**config.mk**
```make
export PLATFORM = sky130hd
export DESIGN_NAME = uart_tx_sequencer
export DESIGN_NICKNAME = d
export VERILOG_FILES = /design/src/rtl/uart_pkg.sv /design/src/rtl/uart_bit_timer.sv /design/src/rtl/uart_tx_sequencer.sv
export SDC_FILE = /design/constraint.sdc
export NUM_CORES = 1
export LEC_CHECK = 0
export ABC_CLOCK_PERIOD_IN_PS = 3800
export CAP_MARGIN = 10
export CELL_PAD_IN_SITES_DETAIL_PLACEMENT = 1
export CELL_PAD_IN_SITES_GLOBAL_PLACEMENT = 1
export CORE_MARGIN = 4
export CORE_UTILIZATION = 43
export CTS_CLUSTER_DIAMETER = 30
export DETAILED_ROUTE_END_ITERATION = 12
export GPL_TIMING_DRIVEN = 1
export PLACE_DENSITY_LB_ADDON = 0.1
export SYNTH_ARGS = -nofsm -noshare
export SYNTH_HDL_FRONTEND = slang
export SYNTH_SLANG_ARGS = --single-unit
```
**constraint.sdc**
```tcl
create_clock -name clk -period 3.8 [get_ports clk]
set_clock_uncertainty 0.1 [all_clocks]
set_input_delay 0.76 -clock clk [delete_from_list [all_inputs] [get_ports clk]]
set_output_delay 0.76 -clock clk [all_outputs]
set_load 0.02 [all_outputs]
```
**src/rtl/uart_pkg.sv**
```systemverilog
// Shared types, constants and the baud-rate table for the UART transmit path.
package uart_pkg;

   localparam int unsigned FRAME_BITS = 11;
   localparam int unsigned BT_W       = 19;

   typedef enum logic {
      IDLE,
      SHIFT
   } state_t;

   // Bit-time terminal count N; one bit lasts N+1 clocks at 100 MHz.
   function automatic logic [BT_W-1:0] baud_n(input logic [3:0] sel);
      logic [BT_W-1:0] n;
      case (sel)
         4'd0:    n = 19'd333333;
         4'd1:    n = 19'd83333;
         4'd2:    n = 19'd41667;
         4'd3:    n = 19'd20833;
         4'd4:    n = 19'd10417;
         4'd5:    n = 19'd5208;
         4'd6:    n = 19'd2604;
         4'd7:    n = 19'd1736;
         4'd8:    n = 19'd868;
         4'd9:    n = 19'd434;
         4'd10:   n = 19'd217;
         4'd11:   n = 19'd109;
         default: n = '0;
      endcase
      return n;
   endfunction

endpackage

```
**src/rtl/uart_bit_timer.sv**
```systemverilog
// Bit-time counter: btu marks the last clock of each bit-time while doit is high.
module uart_bit_timer
   import uart_pkg::*;
(
   input  logic            clk,
   input  logic            reset,
   input  logic            doit,
   input  logic [BT_W-1:0] n,
   output logic            btu
);

   logic [BT_W-1:0] count;

   assign btu = (count == n);

   always_ff @(posedge clk or posedge reset) begin
      if (reset)
         count <= '0;
      else if (!doit || btu)
         count <= '0;
      else
         count <= count + 1'b1;
   end

endmodule

```
**src/rtl/uart_tx_sequencer.sv**
```systemverilog
// UART transmit controller: accepts a byte, builds an 11-bit frame and shifts it out LSB-first.
module uart_tx_sequencer
   import uart_pkg::*;
(
   input  logic       clk,
   input  logic       reset,
   input  logic [3:0] baud_val,
   input  logic       eight,
   input  logic       pen,
   input  logic       ohel,
   input  logic [7:0] tx_data,
   input  logic       tx_start,
   output logic       tx_ready,
   output logic       tx_done,
   output logic       tx
);

   state_t                  state, state_nxt;
   logic [FRAME_BITS-1:0]   sreg;
   logic [FRAME_BITS-1:0]   frame;
   logic [3:0]              bit_count;
   logic [3:0]              baud_q;
   logic                    doit;
   logic                    btu;
   logic                    accept;
   logic [7:0]              data_act;
   logic                    par_bit;

   uart_bit_timer u_timer (
      .clk   (clk),
      .reset (reset),
      .doit  (doit),
      .n     (baud_n(baud_q)),
      .btu   (btu)
   );

   // Parity covers only the active data bits; unused slots fill with stop level.
   always_comb begin
      data_act = eight ? tx_data : {1'b0, tx_data[6:0]};
      par_bit  = pen ? (ohel ? ~^data_act : ^data_act) : 1'b1;
      if (eight)
         frame = {1'b1, par_bit, tx_data, 1'b0};
      else
         frame = {2'b11, par_bit, tx_data[6:0], 1'b0};
   end

   always_ff @(posedge clk or posedge reset) begin
      if (reset)
         state <= IDLE;
      else
         state <= state_nxt;
   end

   always_comb begin
      state_nxt = state;
      tx_ready  = 1'b0;
      tx_done   = 1'b0;
      doit      = 1'b0;
      accept    = 1'b0;
      case (state)
         IDLE: begin
            tx_ready = 1'b1;
            if (tx_start) begin
               accept    = 1'b1;
               state_nxt = SHIFT;
            end
         end
         SHIFT: begin
            doit = 1'b1;
            if (btu && bit_count == 4'(FRAME_BITS - 1)) begin
               tx_done   = 1'b1;
               state_nxt = IDLE;
            end
         end
         default: state_nxt = IDLE;
      endcase
   end

   always_ff @(posedge clk or posedge reset) begin
      if (reset) begin
         sreg      <= '1;
         bit_count <= '0;
         baud_q    <= '0;
      end else if (accept) begin
         sreg      <= frame;
         bit_count <= '0;
         baud_q    <= baud_val;
      end else if (doit && btu) begin
         sreg      <= {1'b1, sreg[FRAME_BITS-1:1]};
         bit_count <= tx_done ? '0 : bit_count + 1'b1;
      end
   end

   assign tx = sreg[0];

endmodule

```
# Yosys cells after proc, flatten, opt, wreduce, memory -nomap -nowiden
# Memories as Yosys holds them, arrays and structs flattened.
# Index checks and enable logic that the tools add are counted.
[word_totals]
ff_bits = 39
latchBits = 0
mem_bits_rw = 0
mem_bits_ro = 288
input_bits = 18
output_inout_bits = 3
word_cells = 36
memories = 1
[mem_list]
columns = ["name", "words", "word_bits", "read_ports", "rd_clocked_by_memory_dff", "write_ports", "line_no", "rtl"]
rows = [
  ["(name not given)", 16, 18, 1, 0, 0, "uart_pkg.sv:15", "case (sel)"],
]
[op_classes]
n_addsub = 2
mul = 0
n_div = 0
n_lt_le_gt_ge = 0
eq_ne = 2
shift = 0
mux = 18
bitwise = 1
n_reduce_logical = 7
[op_table]
columns = ["cell", "n"]
rows = [
  ["11-bit two-way mux", 2],
  ["19-bit by 1-bit adder with 19-bit output, second input constant", 1],
  ["19-bit equality test", 1],
  ["19-bit two-way mux", 1],
  ["4-bit two-way mux", 3],
  ["10-bit two-way mux", 1],
  ["1-bit two-way mux", 9],
  ["8-bit two-way mux", 1],
  ["8-bit XNOR reduction", 1],
  ["8-bit XOR reduction", 1],
  ["4-bit by 1-bit adder with 4-bit output, second input constant", 1],
  ["4-bit equality test, second input constant", 1],
  ["1-bit logical AND", 2],
  ["1-bit one-hot mux with 2 select lines", 1],
  ["2-bit nonzero test", 1],
  ["1-bit logical NOT", 1],
  ["1-bit logical OR", 1],
  ["1-bit inverter", 1],
]

# Longest topological paths before layout
# An unclocked memory read counts as a cell.
[depth]
word_depth = 8
ltp_mapped = 12
mapped_depth_nobuf = 9

# Modules after synthesis
# From an unflattened synthesis, not the netlist that was laid out.
[unflattened]
cells_unflattened = 294
area_unflattened_um2 = 2710.1
[modules_own_cells]
columns = ["module", "instances", "cells_per_inst", "area_per_inst_um2", "seq_area_each_um2"]
rows = [
  ["uart_bit_timer", 1, 137, 1408.9, 475.5],
  ["uart_tx_sequencer", 1, 157, 1301.2, 488.0],
]

# Worst setup path before layout
# OpenSTA, ideal clock, no wires.
[synth_timing]
path_type = "reg2out"
start = "register baud_q[0]"
end = "output tx_done"
arrival_ns = 2.654
required_time_ns = 2.940
setup_slack_ns = 0.286
path_stages_with_launch = 11
path_buffers = 1
cell_sequence = "dfrtp_1 -> clkbuf_1 -> inv_1 -> ha_1 -> nor2b_1 -> nor3_1 -> xor2_1 -> nand4b_1 -> or3_1 -> nor4b_1 -> and3_1"
[synth_via]
elab_chain_len = 5
[synth_rtl]
columns = ["item", "line_no", "rtl"]
rows = [
  ["start, declared", "uart_tx_sequencer.sv:22", "logic [3:0] baud_q;"],
  ["start signal, assigned", "uart_tx_sequencer.sv:87", "baud_q <= baud_val;"],
  ["memory 16 x 18 bit", "n/a", ""],
  ["19-bit equality test", "uart_bit_timer.sv:14", "assign btu = (count == n);"],
  ["1-bit logical AND", "uart_tx_sequencer.sv:70", "if (btu && bit_count == 4'(FRAME_BITS - 1)) begin"],
  ["1-bit two-way mux", "uart_tx_sequencer.sv:70", ""],
  ["1-bit two-way mux", "uart_tx_sequencer.sv:60", "case (state)"],
  ["end, declared", "uart_tx_sequencer.sv:14", "output logic tx_done,"],
]
# Every way passes these cells.

# Worst setup path after layout
[layout_timing]
start = "register baud_q[1]"
end = "output tx_done"
# Same word-level chain as after synthesis.

==> flow_summary.json <==
{
  "fillerInstances": 755,
  "regArea_sq_um": 963.4,
  "critPathKind": "reg -> out",
  "worst_pin_slew_ps": 788.1,
  "startpoint_type": "flip-flop",
  "status": "finished, final reports clean",
  "path_clk_slew_ps": 80,
  "fin_area_sq_mm": 0.003362,
  "vias": 2378,
  "clock_path_buffers": 2,
  "cp_max_fo": 4,
  "vias_per_cell": 5.405,
  "cts_htree_levels": 2,
  "track_usage_pct": 20.31,
  "cts_hold_repair.buffers": 0,
  "ys.flop_type": "dfrtp_1",
  "final_common_cell": "nor2_1",
  "antenna_cells": 0,
  "final_cell_mix": "nor2_1 (39), buf_4 (31), dfrtp_1 (28)",
  "clockPowerShare_pct": 21.2,
  "p_total_uw": 1654,
  "cellLeakagePower_uw": 0.001428,
  "fin_crit_ps": 3647,
  "internal_power_uw": 1053,
  "clkLatencyLatePin_ps": 300,
  "async_flop_share_pct": 100.0,
  "hold_slack_ps": 409.6,
  "fmax_mhz": 274.2,
  "first_global_vias": 2503,
  "clock-sinks": 38,
  "cp.arrival_ps": 2790,
  "crit_path_end": "tx_done",
  "drive_above_1_share_pct": 17.08,
  "grt.overflow.total": 0,
  "dpl-instance-area_sq_mm": 0.003219,
  "relSlewSlack_pct": 47.35,
  "comb_power_share_pct": 41.2,
  "yosysWarningCount": 0,
  "syn-num-nets": 351,
  "final_hold_viol_count": 0,
  "swShare_pct": 36.36,
  "grt_max_degree": 20,
  "firstDrtPassIters": 4,
  "post_drt_wl_per_cell_um": 16.78,
  "p_seq_share_pct": 37.6,
  "antenna_found_initial": 0,
  "fin_setup_tns_ps": 0,
  "post-dp-hpwl_um": 5706,
  "peakVddDrop_mv": 0.2061,
  "ant_nets": 0,
  "initial_core_util_pct": 44.24,
  "synth_area_per_cell_sq_um": 8.696,
  "ys_ff_latch": 38,
  "root_buffer": "clkbuf_8",
  "synthesis.area_sq_mm": 0.002809,
  "finalMaxSlewViolations": 0,
  "chipHeight_um": 88.83,
  "row_count": 29,
  "hold_path_class": "reg -> reg",
  "r2r-end": "sreg[5]",
  "die_x_um": 88.83,
  "core_sq_mm": 0.006350,
  "ios": 21,
  "r2r_cells": 10,
  "synth.yosys.seq_area_share_pct": 34.30,
  "synth_cells": 323,
  "synth_edf_count": 0,
  "die_area_sq_mm": 0.007890,
  "route.detailed.drc": 0,
  "cts_tree": "done",
  "critPathLaunch": "baud_q[1]",
  "cts_buffers": 5,
  "end_kind": "output port",
  "power_density_mw_per_mm2": 492.0,
  "multi_input_area_sq_mm": 0.001724,
  "place.gp.congestion": 0.8622,
  "num-nets-final": 390,
  "power_switching_uw": 601.3,
  "fin_crit_sh_pct": 95.97,
  "finalWirelength_um": 7381,
  "cp.required_ps": 2940,
  "max_cap_violations": 0,
  "setup_viol": 0,
  "syn2layout_area_growth_pct": 19.69,
  "synth_cell_type_count": 51,
  "grt_pass1_wl_um": 12300,
  "ff2ff_setup_slack_ps": 680,
  "regToRegStartpoint": "baud_q[2]",
  "drt_iter0_markers": 124,
  "port_buffers": 20
}
## cells in the mapped netlist (all sizes together), types with 3 or more instances
cell	n	share of area (%)
nor3	6	1.1
buf	9	2.5
o221ai	3	0.94
dfrtp	28	25
inv	12	1.6
a21oi	16	2.9
nor2b	8	1.8
mux2i	17	6.1
nand2b	14	3.1
nor2	39	5.2
dfstp	10	9.4
xor2	11	3.4
and2	4	0.89
nand4	6	1.3
a22o	3	0.94
and3	5	1.1
or2	4	0.89
xnor2	23	7.2
nand2	24	3.2
ha	10	4.5
clkbuf	9	1.2
nand3	10	1.8
o21ai	15	2.7
or3	3	0.67
## layer usage
layer	share of wire, %	global-route usage (%)	up-vias
met4	1.1	4.945	0
met5	0	0	-
met1	45	26.63	1154
li1	-	-	1186
met3	2.4	2.514	8
met2	51	35.43	30
## kinds of logic after synthesis
| logic type | share of synthesized area, % |
|---|---|
| mux | 6.459 |
| xor+xnor | 10.60 |
| compound gates | 13.01 |
| simple gates | 25.88 |
| flops | 34.30 |
| fa+ha+maj | 4.454 |
| buf+inv | 5.300 |
## per-stage QoR
stage	cells	setup slack, ps	util [%]
3_5_place_dp	431	-73.82	50.70
2_1_floorplan	323	286.5	-
5_1_grt	440	-0.4732	52.95
3_3_place_gp	431	6.240	50.70
6_report	440	153.0	52.95
4_1_cts	439	80.03	52.51
## power groups by stage
stage	Combinational, uW	Clock (uW)	Sequential (uW)
global route	759	381	639
detailed placement	666	0	626
CTS	676	363	620
floorplan	470	0	594
global placement	642	0	622
finish	681	351	622
## repair_timing
| action | CTS | global route |
|---|---|---|
| endpoints found under the setup margin | 1 | 1 |
| hold endpoints to repair | 0 | 0 |
| resized for setup | 6 | 6 |
| setup buffers | 0 | 1 |
| pin swaps | 2 | 3 |
## cell type report
cell class,count,share of cell area (%)
multi-input cells,255,51.28
inverters,12,1.340
clock inverters,2,1.116
clock buffers,6,2.159
well taps,77,2.866
repair buffers,50,12.58
flip-flops and latches,38,28.66
## worst min path at each step
| stage | from | slack, ps | depth (start not counted) | to |
|---|---|---|---|---|
| floorplan | sreg[8] | 370 | 2 | sreg[8] |
| global placement | sreg[8] | 400 | 2 | sreg[8] |
| detailed placement | sreg[8] | 400 | 2 | sreg[8] |
| CTS | sreg[8] | 420 | 2 | sreg[8] |
| global route | sreg[8] | 420 | 2 | sreg[8] |
| finish | sreg[8] | 410 | 2 | sreg[8] |
## worst max-delay path, cell delays in order (launching register included)
cell and delay, ps:
dfrtp_1 400, inv_1 80, ha_1 310, nor2b_1 160
nor3_1 180, xor2_1 120, nand4b_1 180, or3_1 370
nor4b_2 260, buf_4 150, and3_1 140, buf_4 140
## state kept, by name, summed over array words and instances, names as in the netlist
signal / flops
baud_q: 4
u_timer.count: 19
bit_count: 4
sreg: 10
state: 1
Power figures use the tool's default switching activity.
